--- src/rtl/huffman_bit_unpacker.sv ---
// Byte-to-2-bit-chunk feeder for the Huffman decoder: a small byte FIFO followed
// by a shift-register serialiser with support for a short final byte.
module huffman_bit_unpacker #(
    parameter int DEPTH     = 4,
    parameter bit MSB_FIRST = 1'b1
) (
    input  logic                     i_clk,
    input  logic                     i_reset,
    input  logic [7:0]               i_byte_in,
    input  logic                     i_byte_valid,
    input  logic                     i_byte_last,
    input  logic [1:0]               i_byte_chunks,
    output logic                     o_byte_ready,
    output logic [1:0]               o_bit_out,
    output logic                     o_valid_out,
    input  logic                     i_bit_ready,
    output logic                     o_eos_out,
    output logic [$clog2(DEPTH):0]   o_fill_level
);

    localparam int AW = $clog2(DEPTH);
    localparam int CW = AW + 1;
    localparam logic [CW-1:0] FULL_CNT = CW'(DEPTH);

    // Entry layout: {last, chunks_minus_1[1:0], byte[7:0]}
    logic [10:0]   r_mem [DEPTH];
    logic [AW-1:0] r_wr_ptr;
    logic [AW-1:0] r_rd_ptr;
    logic [CW-1:0] r_count;

    logic [7:0]    r_sh;
    logic [2:0]    r_left;
    logic          r_is_last;

    logic          w_full;
    logic          w_empty;
    logic          w_push;
    logic          w_pop;
    logic          w_adv;
    logic          w_load;
    logic [10:0]   w_head;
    logic [2:0]    w_head_left;
    logic [7:0]    w_sh_next;

    assign w_full  = (r_count == FULL_CNT);
    assign w_empty = (r_count == '0);
    assign w_push  = i_byte_valid && !w_full;
    assign w_head  = r_mem[r_rd_ptr];

    assign w_adv  = (r_left != 3'd0) && i_bit_ready;
    // Reloading on the last accepted chunk keeps the output stream gap-free.
    assign w_load = ((r_left == 3'd0) || ((r_left == 3'd1) && w_adv)) && !w_empty;
    assign w_pop  = w_load;

    assign w_head_left = w_head[10] ? ({1'b0, w_head[9:8]} + 3'd1) : 3'd4;
    assign w_sh_next   = MSB_FIRST ? {r_sh[5:0], 2'b00} : {2'b00, r_sh[7:2]};

    always_ff @(posedge i_clk) begin
        if (w_push) begin
            r_mem[r_wr_ptr] <= {i_byte_last, i_byte_chunks, i_byte_in};
        end
    end

    always_ff @(posedge i_clk) begin
        if (i_reset) begin
            r_wr_ptr <= '0;
            r_rd_ptr <= '0;
            r_count  <= '0;
        end else begin
            if (w_push) begin
                r_wr_ptr <= r_wr_ptr + 1'b1;
            end
            if (w_pop) begin
                r_rd_ptr <= r_rd_ptr + 1'b1;
            end
            if (w_push && !w_pop) begin
                r_count <= r_count + 1'b1;
            end else if (w_pop && !w_push) begin
                r_count <= r_count - 1'b1;
            end
        end
    end

    always_ff @(posedge i_clk) begin
        if (i_reset) begin
            r_sh      <= '0;
            r_left    <= '0;
            r_is_last <= 1'b0;
        end else if (w_load) begin
            r_sh      <= w_head[7:0];
            r_left    <= w_head_left;
            r_is_last <= w_head[10];
        end else if (w_adv) begin
            r_sh      <= w_sh_next;
            r_left    <= r_left - 3'd1;
        end
    end

    assign o_byte_ready = !w_full;
    assign o_fill_level = r_count;
    assign o_valid_out  = (r_left != 3'd0);
    assign o_bit_out    = MSB_FIRST ? r_sh[7:6] : r_sh[1:0];
    assign o_eos_out    = r_is_last && (r_left == 3'd1);

endmodule

--- config.mk ---
export PLATFORM = sky130hd
export DESIGN_NAME = huffman_bit_unpacker
export DESIGN_NICKNAME = d
export VERILOG_FILES = /design/src/rtl/huffman_bit_unpacker.sv
export SDC_FILE = /design/constraint.sdc
export NUM_CORES = 1
export LEC_CHECK = 0
export CORE_MARGIN = 10
export CORE_UTILIZATION = 56
export DETAILED_ROUTE_END_ITERATION = 8
export GPL_TIMING_DRIVEN = 0
export HOLD_SLACK_MARGIN = 0.03
export PLACE_DENSITY = 0.89
export SETUP_SLACK_MARGIN = 0.2
export SLEW_MARGIN = 10
export SYNTH_ARGS = -nofsm -noshare
export SYNTH_HDL_FRONTEND = slang
export SYNTH_SLANG_ARGS = --single-unit
--- constraint.sdc ---
create_clock -name i_clk -period 2.8 [get_ports i_clk]
set_input_delay 0.28 -clock i_clk [delete_from_list [all_inputs] [get_ports i_clk]]
set_output_delay 0.28 -clock i_clk [all_outputs]
set_load 0.01 [all_outputs]
# After elaboration in Yosys (flattened, before gate mapping)
# Memory sizes are Yosys's and may differ from the RTL's. A register that Yosys moved wholly into a read port is not among the register bits.
# Index checks and enable logic that the tools add are counted.
[op_classes]
n_addsub = 6
eq_ne = 2
mux = 11
reduce_logical = 17
[ops]
columns = ["cell", "n"]
rows = [
  ["2-to-1 mux 8 bit", 2],
  ["2-to-1 mux 3 bit", 5],
  ["logical AND 1 bit", 7],
  ["zero test 3 bit", 2],
  ["subtractor 3 x 1 -> 3 bit, second input constant", 2],
  ["adder 2 x 1 -> 2 bit, second input constant", 2],
  ["zero test 1 bit", 4],
  ["2-to-1 mux 2 bit", 2],
  ["nonzero test 2 bit", 2],
  ["adder 2 x 1 -> 3 bit, second input constant", 1],
  ["adder 3 x 1 -> 3 bit, second input constant", 1],
  ["== test 3 x 1 -> 1 bit, second input constant", 1],
  ["== test 3 bit, second input constant", 1],
  ["nonzero test 3 bit", 1],
  ["2-to-1 mux 1 bit", 2],
  ["logical OR 1 bit", 1],
]
[totals]
ff_bits = 19
mem_bits_rw = 44
inputBits = 15
out_inout_bits = 8
wordCells = 43
mem_count = 1
[mem_list]
columns = ["memory", "depth", "word_bits", "read_ports", "rd_ports_with_merged_regs", "write_ports", "line", "rtl"]
rows = [
  ["r_mem", 4, 11, 1, 1, 1, "26", "logic [10:0] r_mem [DEPTH];"],
]

# Logic depth before layout (Yosys ltp)
# Gate-level depths: netlist of the first run.
[logic_depth]
word_depth = 8
ltp_mapped = 12
ltp_nobuf = 11

# Worst setup path before layout of the first run
# Ideal clock, no wire load.
[synth_timing]
path_kind = "flip-flop to flip-flop"
start = "register r_left[0]"
end = "register r_count[2], in the netlist o_fill_level[2]"
setup_ns = 0.071
t_arrival_ns = 2.335
t_required_ns = 2.729
path_slack_ns = 0.394
path_stages_with_launch = 13
path_buffers = 1
synth_period_minus_slack_ns = 2.406
cell_sequence = "dfxtp_1 -> inv_1 -> ha_1 -> a21oi_1 -> nor3_4 -> inv_2 -> buf_2 -> ha_1 -> inv_1 -> fa_1 -> xor2_1 -> or3_1 -> a21oi_1"
[synth_via]
elab_chain_len = 8
word_cells_on_any_way = 12
classes_between = "eq/ne (1); mux (1); reduce/logical (10)"
[synth_lines]
columns = ["element", "line", "rtl"]
rows = [
  ["from (decl)", "32", "logic [2:0] r_left;"],
  ["from (signal assigned)", "91", "r_left <= w_head_left;"],
  ["from (signal assigned)", "95", "r_left <= r_left - 3'd1;"],
  ["nonzero test 3 bit", "50", "assign w_adv = (r_left != 3'd0) && i_bit_ready;"],
  ["logical AND 1 bit", "50", ""],
  ["logical AND 1 bit", "52", "assign w_load = ((r_left == 3'd0) || ((r_left == 3'd1) && w_adv)) && !w_empty;"],
  ["logical OR 1 bit *", "52", ""],
  ["logical AND 1 bit *", "52", ""],
  ["zero test 1 bit", "76", "if (w_push && !w_pop) begin"],
  ["logical AND 1 bit", "76", ""],
  ["2-to-1 mux 3 bit or nonzero test 2 bit (tied branches)", "-", ""],
  ["to (signal assigned)", "77", "r_count <= r_count + 1'b1;"],
  ["to (signal assigned)", "79", "r_count <= r_count - 1'b1;"],
  ["to (decl)", "29", "logic [CW-1:0] r_count;"],
]
# Mark *: on every way between the ends. The rest lies on a longest branch, timed or not.
# A chain may end at the register's enable or synchronous reset.

# Worst setup path in the final report of the first run
# Same ends and word-level chain as after synthesis.

==> results of run 1 <==
## final timing paths
path	endpoint	slack (ns)	cells after the start
setup / recovery	o_fill_level[2]	0.38	12
hold / removal	r_sh[6]	0.32	3
setup reg to reg	o_fill_level[2]	0.38	12
hold reg to reg	r_sh[6]	0.49	2
## timing repair
item                       in CTS  in global routing
cloned                          0                  0
setup endpoints to repair       1                  1
gates resized for setup         1                  5
pin swaps                       0                  1
## flip-flops by register name (all words and copies together) (netlist names), named ones only
name and count:
r_wr_ptr 2, r_sh 8, o_fill_level 3, r_left 3, r_mem 44, r_rd_ptr 2
r_is_last 1
## worst max-delay path, cell delays in order (launching register included)
cell and delay, ns:
dfxtp_1 0.33, inv_1 0.08, ha_2 0.22, a21oi_4 0.15, nor3_4 0.08, inv_2 0.09, buf_6 0.14, ha_1 0.18
inv_1 0.06, fa_1 0.37, xor2_1 0.18, or3_1 0.31, a21oi_1 0.13
## layer usage
metal,global-route usage,wire (um),up-vias
li1,-,-,741
met3,0.04558,167,9
met1,0.1580,2018,761
met2,0.2132,2359,29
met4,0.05347,85,0
met5,0,0,-
## Yosys cell counts
cell | number | share of area
nor2_1 | 14 | 0.020
nor3_4 | 1 | 0.0061
o21ai_1 | 1 | 0.0019
buf_2 | 3 | 0.0056
and2_1 | 4 | 0.0093
xor2_1 | 2 | 0.0065
nor4_2 | 1 | 0.0047
fa_1 | 1 | 0.0075
a211oi_1 | 1 | 0.0028
a21boi_2 | 1 | 0.0042
o21ai_0 | 2 | 0.0037
buf_4 | 6 | 0.017
nand2_1 | 14 | 0.020
mux4_2 | 11 | 0.093
a31oi_1 | 1 | 0.0023
nor3b_1 | 1 | 0.0028
o211a_1 | 1 | 0.0037
o22ai_1 | 1 | 0.0023
a21oi_1 | 8 | 0.015
a311oi_1 | 6 | 0.020
nand2b_1 | 1 | 0.0023
nand3_1 | 8 | 0.015
ha_1 | 9 | 0.042
edfxtp_1 | 44 | 0.49
inv_2 | 1 | 0.0014
dfxtp_1 | 21 | 0.16
clkbuf_1 | 2 | 0.0028
o21ba_1 | 1 | 0.0037
or3_1 | 2 | 0.0047
inv_1 | 7 | 0.0098
nor3_2 | 1 | 0.0037
xnor2_1 | 3 | 0.0098
mux2i_1 | 2 | 0.0075
## final cells by class
class	instances	area share
multi-input cells	98	0.2693
well taps	54	0.02135
flip-flops and latches	65	0.5504
plain buffers	11	0.02333
clock inverters	4	0.01384
inverters	8	0.009490
repair buffers	21	0.06643
clock buffers	12	0.04587
## cells by family after synthesis
| group | synth area share |
|---|---|
| adders and majority gates | 0.04953 |
| AOI/OAI and AO/OA | 0.05935 |
| buffers and inverters | 0.03645 |
| and+or+nand+nor | 0.08785 |
| DFF | 0.6505 |
| xor gates and xnor gates | 0.01636 |
| muxes | 0.1000 |
## power by group
part	leakage [nW]	internal [mW]	switching (mW)	total, mW
sequential	0.576	1.19	0.0887	1.28
combinational	0.430	0.455	0.498	0.953
clock	0.0978	0.430	0.327	0.757
total	1.10	2.07	0.913	2.99
## through the flow
stage	hold slack, ns	std cells	utilization	power, mW	cell area (um^2)
after global routing	0.3299	273	0.6744	3.167	3164
after CTS	0.3001	273	0.6709	2.975	3148
after detailed placement	0.4744	257	0.6299	2.219	2955
after global placement	0.4491	257	0.6299	2.168	2955
final	0.3187	273	0.6744	2.986	3164
after floorplan	0.3789	182	-	1.947	2678
==> summary.md, run 1 <==
| Metric | Value |
|---|---|
| Setup WS pre-CTS | 0.1478 ns |
| CORE AREA | 0.004692 mm^2 |
| DIE WIDTH | 89.15 um |
| PD cells | 943.5 mW/mm^2 |
| Ports | 23 |
| Filler Cells Inserted | 332 |
| Critical Path RT | 3.06 ns |
| Min cycle time layout | 2.417 ns |
| Multi-input logic area | 852.1 um^2 |
| Clk pin slew, worst setup/hold paths | 0.07 ns |
| Post-CTS Setup Inserts | 0 |
| Synthesized flop and latch total | 65 |
| Post-Syn Nets | 207 |
| Hold_buf cts | 0 |
| Total number of vias | 1540 |
| Clock sink count | 65 |
| Layout cell share with drive strength beyond 1 | 0.1826 |
| Synth unique cells | 33 |
| Initial antenna violation count | 0 |
| Cell row count | 25 |
| Clk root buf | clkbuf_8 |
| Rel. slew slack | 0.5907 |
| # setup viols final | 0 |
| Worst Clk Skew | 0.008883 ns |
| Final net count | 239 |
| Layout area overhead | 18.18% |
| Worst setup path class | flop to flop |
| Startpoint Class | flop |
| VDD IR max | 0.5061 mV |
| Post-Syn Area | 0.002678 mm^2 |
| CTS tree | built |
| Initial Util | 0.5707 |
| Worst skew pair latency | 0.33 ns |
| Final ANT Viol Nets | 0 |
| First-pass GRT wire length | 7948 um |
| Worst Path Arrival | 2.68 ns |
| Slew Viols, Final | 0 |
| Setup TNS | 0 ns |
| RD Place Congestion | 0.7319 |
| Routed vias/inst | 5.641 |
| CP Capture Type | flop |
| Worst-margin pin slew | 0.6139 ns |
| WL final | 4632 um |
| Seq/Total Area, Yosys | 0.6505 |
| Final hold violations | 0 |
| HP Class | primary input to flop |
| HP Start | i_bit_ready |
| First-pass iteration count of the detailed router | 4 |
| Ys Warns | 0 |
| Average routed wire per standard cell | 16.97 um |
| Lkg Pwr | 1.104 nW |
| Worst setup path startpoint | r_left[0] |
| Most frequent cells in the layout | 44 x edfxtp_1, 21 x dfxtp_1, 21 x clkdlybuf4s50_1 |
| Grt ovf | 0 |
| IO buf count | 21 |
| R2r startpoint | r_left[0] |
| Status | finished clean |
| DIE AREA | 0.007947 mm^2 |
| Drt drc | 0 |
| RSZ-0062 raised after global routing | no |
| CTS H-tree lvls | 3 |
| Seq. cell area | 0.001742 mm^2 |
| CTS buffer count | 9 |
| GRT Total Usage | 0.1321 |
| Die span in y | 89.15 um |
| Cells after Synth | 182 |
| Max Fclk | 413.8 MHz |
| Detailed Route Iter0 Violations | 81 |
| DP Wirelength | 3179 um |
| N_diodes | 0 |
| Avg Inst Size Synth | 14.71 um^2 |
| Commonest non-fill, non-tap cell in the layout | edfxtp_1 |
| Maxcap violations | 0 |
| Largest net degree at the start of global routing | 12 |
| Max Buffers Root-to-Sink | 2 |
| Worst setup margin | 0.3833 ns |
| Vias in the first global route | 1625 |
| Worst-path fanout max | 10 |
| Period utilization | 0.8631 |
No activity file was read; power rests on OpenSTA's default activity.
==> inputs of run 2 (changes only) <==
--- a/config.mk
+++ b/config.mk
@@ -5,12 +5,14 @@
 export SDC_FILE = /design/constraint.sdc
 export NUM_CORES = 1
 export LEC_CHECK = 0
+export CAP_MARGIN = 15
 export CORE_MARGIN = 10
-export CORE_UTILIZATION = 56
+export CORE_UTILIZATION = 59
+export CTS_BUF_LIST = sky130_fd_sc_hd__clkbuf_4 sky130_fd_sc_hd__clkbuf_8
 export DETAILED_ROUTE_END_ITERATION = 8
 export GPL_TIMING_DRIVEN = 0
 export HOLD_SLACK_MARGIN = 0.03
-export PLACE_DENSITY = 0.89
+export PLACE_DENSITY = 0.92
 export SETUP_SLACK_MARGIN = 0.2
 export SLEW_MARGIN = 10
 export SYNTH_ARGS = -nofsm -noshare
==> summary.md, run 2 (synthesis results as in run 1) <==
| Metric | Value |
|---|---|
| Layout cell share with drive strength beyond 1 | 0.2000 (was 0.1826) |
| Top reg by flops | r_mem (unchanged) |
| Clk root buf | clkbuf_8 (unchanged) |
| Drt drc | 0 (unchanged) |
| Max Fclk | 412.3 MHz (was 413.8 MHz) |
| Worst path bufs/invs | 4 (unchanged) |
| Max reg flops | 44 (unchanged) |
| Commonest non-fill, non-tap cell in the layout | edfxtp_1 (unchanged) |
| # setup viols final | 0 (unchanged) |
| Worst skew pair latency | 0.33 ns (about the same) |
| R2r endpoint | o_fill_level[2] (unchanged) |
| First-pass GRT wire length | 7624 um (was 7948 um) |
| Setup TNS | 0 ns (unchanged) |
| First-pass iteration count of the detailed router | 4 (unchanged) |
| Worst-margin pin slew | 0.5613 ns (was 0.6139 ns) |
| Worst setup margin | 0.3746 ns (was 0.3833 ns) |
| Routed vias/inst | 5.625 (was 5.641) |
| CTS tree | built (unchanged) |
| Detailed Route Iter0 Violations | 77 (was 81) |
| CP peak stage delay | 0.37 ns (about the same) |
| Utilization after layout | 0.7352 (was 0.6744) |
| Startpoint Class | flop (unchanged) |
| Rel. slew slack | 0.6258 (was 0.5907) |
| Critical path, cell by cell | inv_1 > ha_2 > a21oi_4 > nor3_4 > inv_2 > buf_6 > ha_2 > inv_1 > fa_1 > xor2_1 > or3_1 > a21oi_1 (was inv_1 > ha_2 > a21oi_4 > nor3_4 > inv_2 > buf_6 > ha_1 > inv_1 > fa_1 > xor2_1 > or3_1 > a21oi_1) |
| Initial Util | 0.6107 (was 0.5707) |
| HP Class | primary input to flop (unchanged) |
| Final hold violations | 0 (unchanged) |
| Hold Path Sink | r_sh[5] (was r_sh[6]) |
| Critical Path RT | 3.05 ns (was 3.06 ns) |
| N_diodes | 0 (unchanged) |
| Status | finished clean (unchanged) |
| Final ANT Viol Nets | 0 (unchanged) |
| R2r startpoint | r_left[0] (unchanged) |
| Final Cell Area | 0.003223 mm^2 (was 0.003164 mm^2) |
| DIE WIDTH | 87.37 um (was 89.15 um) |
| Ports | 23 (unchanged) |
| PD cells | 984.3 mW/mm^2 (was 943.5 mW/mm^2) |
| Total power draw | 3.173 mW (was 2.986 mW) |
| WL final | 4517 um (was 4632 um) |
| Reg2reg path depth | 12 (unchanged) |
| Largest net degree at the start of global routing | 12 (unchanged) |
| Worst-path fanout max | 10 (unchanged) |
| Most frequent cells in the layout | 44 x edfxtp_1, 21 x dfxtp_1, 21 x clkdlybuf4s50_1 (unchanged) |
| DP Wirelength | 3073 um (was 3179 um) |
| Grt ovf | 0 (unchanged) |
| Vias in the first global route | 1601 (was 1625) |
| Regs by FF count | r_mem x44, r_sh x8 (unchanged) |
| RSZ-0062 raised after global routing | no (unchanged) |
| CP Capture Type | flop (unchanged) |
| Slew Viols, Final | 0 (unchanged) |
| Top Family by Delay on Critical Path | adder cells (unchanged) |
| HP Start | i_bit_ready (unchanged) |
| Worst setup path class | flop to flop (unchanged) |
| Average routed wire per standard cell | 16.61 um (was 16.97 um) |
| CTS buffer count | 9 (unchanged) |
| DIE AREA | 0.007633 mm^2 (was 0.007947 mm^2) |
| FF-to-FF setup slack | 0.37 ns (was 0.38 ns) |
| IO buf count | 21 (unchanged) |
| Cell Area, Placed | 0.002953 mm^2 (was 0.002955 mm^2) |
| Cell row count | 24 (was 25) |
| VDD IR max | 0.5622 mV (was 0.5061 mV) |
| Lkg Pwr | 1.127 nW (was 1.104 nW) |
| Worst Clk Skew | 0.007600 ns (was 0.008883 ns) |
| Slowest-stage cell, CP | fa_1 (unchanged) |
| Worst Path Arrival | 2.68 ns (about the same) |
| CTS H-tree lvls | 3 (unchanged) |
| Hold_buf cts | 0 (unchanged) |
| Hold path depth | 3 (unchanged) |
| Die span in y | 87.37 um (was 89.15 um) |
| GRT Total Usage | 0.1318 (was 0.1321) |
| CORE AREA | 0.004384 mm^2 (was 0.004692 mm^2) |
| Final net count | 240 (was 239) |
| Total number of vias | 1530 (was 1540) |
| Min cycle time layout | 2.425 ns (was 2.417 ns) |
| Clk pin slew, worst setup/hold paths | 0.07 ns (about the same) |
| Initial antenna violation count | 0 (unchanged) |
| Clock sink count | 65 (unchanged) |
| Setup WS pre-CTS | 0.1336 ns (was 0.1478 ns) |
| Maxcap violations | 0 (unchanged) |
| Max Buffers Root-to-Sink | 2 (unchanged) |
| Layout area overhead | 20.37% (was 18.18%) |
| RD Place Congestion | 0.7323 (was 0.7319) |
| Period utilization | 0.8662 (was 0.8631) |
[run 2: per-stage QoR]
stage | instances | hold WS (ns)
after floorplan | 182 | 0.3789
after global placement | 255 | 0.4455
after detailed placement | 255 | 0.4576
after CTS | 271 | 0.3076
after global routing | 272 | 0.3331
final | 272 | 0.3244
[run 2: worst min-delay path, delay by kind of cell]
kind / cells / cell delay [ns]
compound gates: 1 / 0.07
buf+inv: 1 / 0.16
simple gates: 1 / 0.09
[run 2: layout make-up]
type	instances	area, um^2
clock inverter	6	106.4
inverter	8	30.03
buffer	11	73.82
fill	264	1161
clock buffer	10	131.4
tap	52	65.06
timing repair buffer	22	217.7
multi-input combinational	98	857.1
sequential	65	1742
[run 2: worst max-delay path by stage]
stage                    from              end  slack [ns]  depth (start not counted)
floorplan           r_left[0]  o_fill_level[2]        0.39                         12
finish              r_left[0]  o_fill_level[2]        0.37                         12
CTS                 r_left[0]  o_fill_level[2]        0.21                         12
global route        r_left[0]  o_fill_level[2]        0.20                         12
detailed placement  r_left[0]  o_fill_level[2]        0.13                         12
global placement    r_left[0]  o_fill_level[2]        0.24                         12
[run 2: where the power goes]
part	leakage (nW)	internal, mW	switching (mW)
Sequential	0.576	1.19	0.0857
Combinational	0.432	0.468	0.497
Clock	0.119	0.597	0.338
[run 2: timing repair]
item,CTS,global route
gates cloned,0,0
pin swaps,0,1
endpoints found under the setup margin,1,1
gates resized for setup,1,7
buffers inserted,0,1
[run 2: layer usage]
metal	GRT usage	part of all wire	up-vias
li1	-	-	739
met1	0.1515	0.41	734
met2	0.2004	0.50	47
met3	0.05243	0.070	10
met4	0.08261	0.020	0
met5	0	0	-
==> variant (settings of run 2) <==
`DEPTH`: 4 -> 16.
--- a/src/rtl/huffman_bit_unpacker.sv
+++ b/src/rtl/huffman_bit_unpacker.sv
@@ -1,7 +1,7 @@
 // Byte-to-2-bit-chunk feeder for the Huffman decoder: a small byte FIFO followed
 // by a shift-register serialiser with support for a short final byte.
 module huffman_bit_unpacker #(
-    parameter int DEPTH     = 4,
+    parameter int DEPTH     = 16,
     parameter bit MSB_FIRST = 1'b1
 ) (
     input  logic                     i_clk,
Ports: changed (resized o_fill_level); port bits go from 23 to 25. No check against the original RTL was run, so the function may have changed too.
==> variant against run 2 <==
Worst hold slack got worse by 0.15 ns; setup slack got worse by 0.35 ns; final area increased to 3.0 times the old value; die area increased by 150%; wire length increased to 4.1 times the old value; area after synthesis rose to 3.1 times the old value; power rose to 2.7 times the old value; combinational power increased to 2.5 times the old value; sequential cell count rose by 140.
==> variant: results (changes against run 2) <==
status=complete, no violations; number of vias in the routed layout=4592 (+200%); share of cells above drive strength 1=31.4% (+11 points); leakage power=0.00322 µW (+190%); Port Buf Inserts=23 (+9.5%); largest cells by area after synthesis=edfxtp_1, mux4_2, dfxtp_1, ha_1, nor2_1; clock insertion delay at the later pin of the skew report=0.55 ns (+0.22 ns); Starting DRT DRC Count=465 (+500%); number of flip-flops in the largest register=176 (+300%); worst r2r path cells=15 (+3); Synthesis Warnings=0 (unchanged); count of unique library cells instantiated by Yosys=44 (+33%); gr usage total=19.5% (+6.3 points); CP Max Fanout=8 (-2); Hold Path Depth=2 (-1); worst-margin pin slew=0.849 ns (+0.288 ns); clock buffer depth=3 (+1); HP Start=i_reset; Hold Crit Class=input pin to flop; Root Buffer=clkbuf_8; nets=568 (+140%); Worst Clk Skew=0.0106 ns (+0.00296 ns); crit path DAT=3.19 ns (+0.51 ns); clk slew on worst S/H paths=0.07 ns (about the same); Routed WL=18700 µm (+310%); Placer Congestion=0.804 (+9.8%); initial antenna violation count=0 (unchanged); number of diodes=0 (unchanged); register area share after synthesis=71.6% (+6.5 points); crit-path max cell delay=0.40 ns (+0.03 ns); CTS buffer count=31 (+22); Worst VDD drop=0.366 mV (-35%); commonest cells in the netlist=edfxtp_1, mux4_2, nor2_1; Area after DPL=0.00889 mm² (+200%); TritonRoute pass-1 iters=5 (+1); Slowest cell on crit path=dfxtp_2; vias in the first global route=4767 (+200%); Worst Setup SP=r_left[0]; largest net degree at the start of global routing=17 (+5); EDFF count, synth=176 (+300%); first-pass GRT wire length=27600 µm (+260%); HPWL after DPL=12500 µm (+310%); Post-Syn Nets=482 (+130%); Largest Register=r_mem; level count of the clock H-tree=1 (-2); fraction of registers with async set/reset=0% (unchanged)
variant: critical path: cells and delay by family (launching register included):
kind / cells / cell delay (ns)
flops: 1 / 0.40
xor+xnor: 1 / 0.10
compound gates: 6 / 0.93
buf+inv: 5 / 0.47
fa+ha+maj: 3 / 0.72
variant: cells by family after synthesis:
logic type	after synthesis	synth area share, %
flops	205	71.6
mux	54	13.7
simple gates	92	5.28
compound gates	47	4.15
xor+xnor	10	1.07
fa+ha+maj	14	2.23
buf+inv	31	2.00
variant: metrics by stage:
step | power [µW] | cells | worst slack, ns | hold slack [ns]
floorplan | 5210 | 453 | 0.188 | 0.379
global placement | 5670 | 656 | -0.734 | 0.468
detailed placement | 5810 | 671 | -0.307 | 0.474
CTS | 8320 | 731 | 0.0674 | 0.144
global route | 8930 | 743 | -0.0634 | 0.188
finish | 8550 | 743 | 0.0239 | 0.175
variant: timing repair:
item	4_1_cts	5_1_grt
gates cloned	0	0
pin swaps	2	7
endpoints found under the setup margin	4	91
resized for setup	8	14
buffers inserted	3	12
variant: worst paths after layout:
path	slack (ns)	to
hold reg to reg	0.49	r_sh[3]
hold / removal	0.18	r_left[1]
setup reg to reg	0.02	o_fill_level[4]
setup / recovery	0.02	o_fill_level[4]
variant: area by class of cell:
| type | instances | area [µm²] |
|---|---|---|
| plain buffers | 24 | 184 |
| well taps | 180 | 225 |
| inverters | 7 | 31.3 |
| multi-input cells | 217 | 2270 |
| repair buffers | 53 | 504 |
| flip-flops and latches | 205 | 5870 |
| fillers | 794 | 4010 |
| clock inverters | 19 | 139 |
| clock buffers | 38 | 479 |
variant: layer usage:
metal  GRT usage (%)  routed length [µm]  up-vias
met4            7.94                 626        0
met1            23.2                6560     2317
met5               0                   0        -
li1                -                   -     1965
met2            33.7                9870      257
met3            4.24                1620       53
variant: where the power goes:
part	internal, µW	switching (µW)	total (µW)
registers	3520	143	3660
clock network	1320	1130	2440
logic	1230	1220	2440
total	6060	2490	8550
